`config.mk`:
```
export PLATFORM = sky130hd
export DESIGN_NAME = bc_stage_if_prefetch
export DESIGN_NICKNAME = d
export VERILOG_FILES = /design/src/rtl/bc_stage_if_prefetch.sv
export SDC_FILE = /design/constraint.sdc
export NUM_CORES = 1
export LEC_CHECK = 0
export ABC_CLOCK_PERIOD_IN_PS = 3900
export BUFFER_PORTS_ARGS = -buffer_cell sky130_fd_sc_hd__buf_2
export CORE_AREA = 2 2 181 183
export CTS_BUF_LIST = sky130_fd_sc_hd__clkbuf_8
export DETAILED_ROUTE_END_ITERATION = 7
export DIE_AREA = 0 0 183 185
export PLACE_DENSITY = 0.73
export SYNTH_ARGS = -nofsm -noshare
export SYNTH_HDL_FRONTEND = slang
export SYNTH_SLANG_ARGS = --single-unit
```
`constraint.sdc`:
```
create_clock -name i_clk -period 3.9 [get_ports i_clk]
set_input_delay 0.195 -clock i_clk [delete_from_list [all_inputs] [get_ports i_clk]]
set_output_delay 0.195 -clock i_clk [all_outputs]
set_load 0.02 [all_outputs]
```
`src/rtl/bc_stage_if_prefetch.sv`:
```
// BureCore fetch stage: keeps up to DEPTH imem requests outstanding, buffers
// returned instructions with their PCs, and hands them to decode over valid/ready.
module bc_stage_if_prefetch #(
  parameter int unsigned           ADDR_WIDTH  = 32,
  parameter int unsigned           INSTR_WIDTH = 32,
  parameter int unsigned           DEPTH       = 4,
  parameter logic [ADDR_WIDTH-1:0] RESET_PC    = '0,
  parameter int unsigned           PC_STEP     = 4
) (
  input  logic                   i_clk,
  input  logic                   i_rst,
  input  logic                   i_redirect,
  input  logic [ADDR_WIDTH-1:0]  i_redirect_pc,
  output logic [ADDR_WIDTH-1:0]  o_imem_raddr,
  output logic                   o_imem_raddr_valid,
  input  logic                   i_imem_raddr_ready,
  input  logic [INSTR_WIDTH-1:0] i_imem_rdata,
  input  logic                   i_imem_rdata_valid,
  output logic                   o_imem_rdata_ready,
  output logic                   o_instr_valid,
  output logic [INSTR_WIDTH-1:0] o_instr,
  output logic [ADDR_WIDTH-1:0]  o_instr_pc,
  input  logic                   i_instr_ready
);

  localparam int unsigned CW = $clog2(DEPTH + 1);
  localparam int unsigned PW = $clog2(DEPTH);
  localparam int unsigned SW = CW + 2;

  // Handshakes: a transfer happens on a rising edge where valid & ready are
  // both high; valid never depends on ready of the same channel.

  // RUN accepts responses; DRAIN drops responses that predate a redirect.
  typedef enum logic {RUN, DRAIN} state_t;
  state_t state_q, state_d;

  logic [ADDR_WIDTH-1:0]  pc_q, pc_d;
  logic [CW-1:0]          inflight_q, inflight_d;
  logic [CW-1:0]          discard_q, discard_d;
  logic [CW-1:0]          fifo_count_q, fifo_count_d;
  logic [PW-1:0]          fifo_wr_q, fifo_rd_q;
  logic [PW-1:0]          tag_wr_q, tag_rd_q;
  logic [ADDR_WIDTH-1:0]  tag_mem [DEPTH];
  logic [ADDR_WIDTH-1:0]  fifo_pc [DEPTH];
  logic [INSTR_WIDTH-1:0] fifo_instr [DEPTH];

  logic [SW-1:0] used;
  logic          issue;
  logic          accept;
  logic          drop;
  logic          pop;

  // Outstanding discards still hold memory slots, so they count against credit.
  assign used               = SW'(inflight_q) + SW'(discard_q) + SW'(fifo_count_q);
  assign o_imem_raddr_valid = !i_rst && !i_redirect && (used < SW'(DEPTH));
  assign o_imem_raddr       = pc_q;
  assign o_imem_rdata_ready = 1'b1;

  assign issue  = o_imem_raddr_valid && i_imem_raddr_ready;
  assign accept = i_imem_rdata_valid && !i_redirect && (state_q == RUN);
  assign drop   = i_imem_rdata_valid && !i_redirect && (state_q == DRAIN);

  assign o_instr_valid = (fifo_count_q != '0);
  assign o_instr       = fifo_instr[fifo_rd_q];
  assign o_instr_pc    = fifo_pc[fifo_rd_q];
  assign pop           = o_instr_valid && i_instr_ready && !i_redirect;

  always_comb begin
    pc_d         = pc_q;
    inflight_d   = inflight_q;
    discard_d    = discard_q;
    fifo_count_d = fifo_count_q;
    if (i_redirect) begin
      // Everything still in flight becomes stale; a response arriving now is one of them.
      pc_d         = i_redirect_pc;
      inflight_d   = '0;
      discard_d    = discard_q + inflight_q - (i_imem_rdata_valid ? CW'(1) : CW'(0));
      fifo_count_d = '0;
    end else begin
      if (issue) pc_d = pc_q + ADDR_WIDTH'(PC_STEP);
      inflight_d   = inflight_q + CW'(issue) - CW'(accept);
      discard_d    = discard_q - CW'(drop);
      fifo_count_d = fifo_count_q + CW'(accept) - CW'(pop);
    end
  end

  always_comb begin
    state_d = state_q;
    if (discard_d != '0) state_d = DRAIN;
    else                 state_d = RUN;
  end

  always_ff @(posedge i_clk) begin
    if (i_rst) state_q <= RUN;
    else       state_q <= state_d;
  end

  always_ff @(posedge i_clk) begin
    if (i_rst) begin
      pc_q         <= RESET_PC;
      inflight_q   <= '0;
      discard_q    <= '0;
      fifo_count_q <= '0;
      fifo_wr_q    <= '0;
      fifo_rd_q    <= '0;
      tag_wr_q     <= '0;
      tag_rd_q     <= '0;
    end else begin
      pc_q         <= pc_d;
      inflight_q   <= inflight_d;
      discard_q    <= discard_d;
      fifo_count_q <= fifo_count_d;
      if (i_redirect) begin
        fifo_wr_q <= '0;
        fifo_rd_q <= '0;
        tag_wr_q  <= '0;
        tag_rd_q  <= '0;
      end else begin
        if (issue) tag_wr_q <= tag_wr_q + PW'(1);
        if (accept) begin
          tag_rd_q  <= tag_rd_q + PW'(1);
          fifo_wr_q <= fifo_wr_q + PW'(1);
        end
        if (pop) fifo_rd_q <= fifo_rd_q + PW'(1);
      end
    end
  end

  // Storage arrays need no reset: the pointers and counts define what is live.
  always_ff @(posedge i_clk) begin
    if (issue) tag_mem[tag_wr_q] <= pc_q;
    if (accept) begin
      fifo_pc[fifo_wr_q]    <= tag_mem[tag_rd_q];
      fifo_instr[fifo_wr_q] <= i_imem_rdata;
    end
  end

endmodule

```
Word level (Yosys, flattened, before mapping)
Memory sizes are Yosys's and may differ from the RTL's. A register that Yosys moved wholly into a read port is not among the register bits.
Index checks and enable logic that the tools add are counted.

word-level totals
  memory bits (writable) = 384
  input bits = 70
  register bits = 50
  memories kept = 3
  logic and storage cells = 57
  output and inout port bits = 99

memory list
  memory      words  bits a word  read ports  clocked after memory_dff  wr ports  RTL line  RTL
  fifo_instr  4      32           1           1                         1         45        logic [INSTR_WIDTH-1:0] fifo_instr [DEPTH];
  fifo_pc     4      32           1           1                         1         44        logic [ADDR_WIDTH-1:0] fifo_pc [DEPTH];
  tag_mem     4      32           1           1                         1         43        logic [ADDR_WIDTH-1:0] tag_mem [DEPTH];

cells by class
  reduce and logical (&&, ||, !) cells = 14
  mux-type cells = 15
  add/sub/neg operators = 14
  $lt $le $gt $ge = 1
  bitwise gates (word level) = 1

operator list
  operator                                             count
  2-to-1 mux 32 bit                                    2
  adder 32 x 3 -> 32 bit (second input constant)       1
  2-to-1 mux 2 bit                                     6
  subtractor 3 x 1 -> 3 bit                            4
  adder 2 x 1 -> 2 bit (second input constant)         4
  logical AND 1 bit                                    8
  adder 3 x 1 -> 3 bit                                 2
  2-to-1 mux 1 bit                                     6
  nonzero test 3 bit                                   2
  adder 4 x 3 -> 5 bit                                 1
  < comparator 5 x 3 -> 1 bit (second input constant)  1
  adder 3 x 3 -> 4 bit                                 1
  adder 3 bit                                          1
  2-to-1 mux 3 bit                                     1
  zero test 1 bit                                      2
  nonzero test 2 bit                                   1
  OR reduction 2 bit                                   1
  inverter 1 bit                                       1

Depth between registers and ports, before layout
  depth after elaboration = 7
  depth in mapped cells = 17
  gate-level depth less buffers = 16

Worst setup path before layout
No wires, ideal clock.

  path kind = register -> register
  start point = register inflight_q[1]
  end point = register inflight_q[2]
  data required time = 3,772 ps
  cell stages (with the launch flop) = 18
  clock period less this slack = 3,584 ps
  setup time = 128 ps
  path slack = 316 ps
  arrival = 3,456 ps
  path buffers = 1
  cell sequence = dfxtp_1 inv_1 fa_1 nor2_1 fa_1 nor3_1 nand2_1 nor2_1 inv_1 buf_2 ha_1 inv_1 ha_1 inv_1 fa_1 xnor2_1 xnor2_1 nor2_1

between the ends
  longest elaborated chain between the ends = 7

RTL lines
  element                      RTL line  RTL
  start: declaration           38        logic [CW-1:0] inflight_q, inflight_d;
  start signal: assignment     110       inflight_q <= inflight_d;
  adder 3 x 3 -> 4 bit         54        assign used = SW'(inflight_q) + SW'(discard_q) + SW'(fifo_count_q);
  adder 4 x 3 -> 5 bit         54
  < comparator 5 x 3 -> 1 bit  55        assign o_imem_raddr_valid = !i_rst && !i_redirect && (used < SW'(DEPTH));
  logical AND 1 bit            55
  logical AND 1 bit            59        assign issue = o_imem_raddr_valid && i_imem_raddr_ready;
  adder 3 x 1 -> 3 bit *       81        inflight_d = inflight_q + CW'(issue) - CW'(accept);
  subtractor 3 x 1 -> 3 bit *  81

Every way passes the cells marked *; elsewhere a longest branch is shown, timed or not.
A chain may end at the register's enable or synchronous reset.

Final worst setup path
Same ends and word-level chain as after synthesis.

==> results.cfg <==
[status]
status = complete, no violations

[worst_setup_path]
rrSetupSlack_ns = 0.36
crit_path_max_incr_delay_ns = 0.61
rr_startpoint = inflight_q[1]
rr_endpoint = inflight_q[2]
cpMaxStageDelayCell = fa_1
critPathRequiredTime_ns = 4.35
worst-path-max-fanout = 3
reg2regPathDepth = 16
cpMostUsedCell = inv_1
arrival_ns = 3.99
cp-startpoint = inflight_q[1]
endpoint_kind = flip-flop
worstSetupStartpointType = flip-flop
path_class = reg -> reg
crit_chain = inv_1, fa_1, nor2_1, fa_1, nor3_2, nand2_1, nor2_1, inv_1, ha_1, inv_1, ha_1, inv_1, fa_1, xnor2_1, xnor2_1, nor2_1

[global_route]
grt_pass1_vias = 9503
antenna_found_initial = 0
grt_overflow = 0
globalRouteTotalUtil = 0.209
grt_max_degree = 65
grt_pass1_wl_um = 53400

[clocking]
cts.sinks = 438
cts_root_buf = clkbuf_8
clk_pin_slew_ns = 0.06
h-tree-depth = 3
post-cts-setup-buffers = 0
clock_latency_ns = 0.60
clk_path_buf_depth = 3
cts_tree = built
cts_buffers = 71

[placement]
hpwl_um = 21300
pre_cts_ws_ns = 0.297
place_inst = 1453
port_buffers = 167
gp_congestion = 0.831

[hold_path]
min-delay-start = i_redirect_pc[12]
hold_class = in -> reg
min_to = o_imem_raddr[12]
hold_depth = 3

[timing]
hold_slack_ns = 0.0368
relSlewSlack = 0.309
setup_ws_ns = 0.361
setup_tns_ns = 0
rsz0062_at_grt = no
fmax_mhz = 283
setup-violations-final = 0
tightestPinTransition_ns = 1.04
fin_crit_ns = 3.54
slew_viol_final = 0
fin_skew_ns = 0.0259
finalCritPeriodShare = 0.908
timing.final.hold_violations = 0

[die]
rows = 66
fp.dieW_um = 183
die_area_sq_mm = 0.0339
die_h_um = 185
ioPinCount = 169
core-area_sq_mm = 0.0320
initial_core_util = 0.533

[cells_and_area]
areaGrowthSynthToFinish_pct = 19.3
drive_gt1_frac = 0.324
num-fill-cells = 2231
final_cells = 1636
fin_nets = 1275
multi_input_area_sq_mm = 0.00418
diodes = 0
seq_area_sq_mm = 0.0126

[synthesis]
synth_cells = 897
syn_nets = 994
synth_edf_count = 384
ys_seq_elements = 438
yosysSeqAreaShare = 0.739
netlist_top_cells_area = edfxtp_1, mux4_2, dfxtp_1
yosys.cell_types.count = 61
synth_top_area_frac = 0.675
async_flop_share = 0
syn_area_sq_mm = 0.0171
synth-warning-count = 0
ys_top_cells_by_count = edfxtp_1, mux4_2, dfxtp_1
synth_largest_area_cell = edfxtp_1
synth_most_common_cell = edfxtp_1
avgSynthCellArea_sq_um = 19.0
synth_ff_type = edfxtp_1

[detailed_routing]
drtIter0Drc = 738
ant_nets = 0
wirelength_um = 35100
vias_per_cell = 5.76
vias = 9417
firstDrtPassIters = 7
post_drt_wl_per_cell_um = 21.4
drc = 0

[power]
pwr-share-seq = 0.555
p_sw_w = 0.00221
ir_drop_mv = 0.238
power_leakage_nw = 6.93
power_density_mw_per_mm2 = 470
switching_share = 0.231
p_clk_frac = 0.378
internal-power_w = 0.00736
comb_power_share = 0.067

[flow_run]
cap_violations = 0
[critical path, delay by kind of cell, from the launching register on]
family | cells | cell delay [ns]
buffers and inverters | 4 | 0.29
DFF | 1 | 0.39
and+or+nand+nor | 5 | 0.51
xor gates and xnor gates | 2 | 0.33
adders and majority gates | 5 | 1.89
[cell usage in the layout (no fill, tap or decap), types with 4 or more instances in the layout]
cell type	netlist	routed
clkbuf_8	0	75
nand2b_1	5	5
nand2_1	37	37
and2_4	0	4
fa_1	6	6
buf_2	15	167
nor4_1	10	10
nor2_1	27	27
nor3_1	14	13
clkinv_1	1	17
a21oi_1	25	25
nand4_1	13	13
o21ai_0	8	8
xnor2_1	10	10
ha_1	21	21
inv_6	0	4
clkinv_2	0	6
o211ai_1	6	6
edfxtp_1	384	384
buf_4	2	23
nand3_1	9	9
a32oi_1	5	5
mux4_2	96	96
and3_1	9	9
dfxtp_1	54	51
and2_1	8	4
inv_1	28	45
or4_1	5	5
dlygate4sd3_1	0	60
a31oi_1	11	11
o22ai_1	5	5
or3_1	7	7
[routing by layer]
| metal | GRT usage | vias to the layer above | share of wire |
|---|---|---|---|
| li1 | - | 4207 | - |
| met1 | 0.282 | 4778 | 0.43 |
| met2 | 0.350 | 379 | 0.50 |
| met3 | 0.0425 | 53 | 0.063 |
| met4 | 0.0627 | 0 | 0.015 |
| met5 | 0 | - | 0 |
[layout make-up]
cell class / count / area share
Sequential cell: 438 / 0.619
Timing Repair Buffer: 252 / 0.0809
Multi-Input combinational cell: 386 / 0.205
Clock inverter: 48 / 0.0133
Clock buffer: 75 / 0.0507
Inverter: 29 / 0.00534
Tap cell: 408 / 0.0251
[how the worst max path moves through the flow]
stage,endpoint,slack (ns),cells after the start
2_1_floorplan,inflight_q[2],0.32,17
3_3_place_gp,inflight_q[2],0.38,16
3_5_place_dp,inflight_q[2],0.30,16
4_1_cts,inflight_q[2],0.28,16
5_1_grt,inflight_q[2],0.05,16
6_report,inflight_q[2],0.36,16
[power groups by stage]
stage	clock network (W)	logic (W)	registers [W]
after detailed placement	0	0.000592	0.00541
after floorplan	0	0.000360	0.00540
final	0.00362	0.000637	0.00531
after CTS	0.00370	0.000640	0.00531
after global routing	0.00391	0.000691	0.00533
after global placement	0	0.000578	0.00540
[registers in the layout, indices dropped and copies added (netlist names), named ones only]
register,count
fifo_instr,128
fifo_pc,128
tag_mem,128
o_imem_raddr,32
discard_q,3
fifo_count_q,3
inflight_q,3
fifo_rd_q,2
fifo_wr_q,2
tag_rd_q,2
tag_wr_q,2
state_q,1
[what timing repair did]
item,in CTS,in global routing
endpoints found under the hold margin,156,0
resized for setup,0,1
hold buffers,60,0
setup endpoints to repair,0,1
[kinds of logic after synthesis]
logic type / share of synthesized area
DFF: 0.739
and+or+nand+nor: 0.0544
muxes: 0.128
AOI/OAI and AO/OA: 0.0318
buffers and inverters: 0.0176
adders and majority gates: 0.0224
xor gates and xnor gates: 0.00667
other: 0.000220
[per-stage QoR]
stage / utilization / power [W] / cell area, sq um
after floorplan: - / 0.00576 / 17100
after global placement: 0.576 / 0.00598 / 18500
after detailed placement: 0.576 / 0.00600 / 18500
after CTS: 0.636 / 0.00966 / 20400
after global routing: 0.636 / 0.00993 / 20400
final: 0.636 / 0.00957 / 20400
Note: power is estimated with default switching activity, not from simulation.
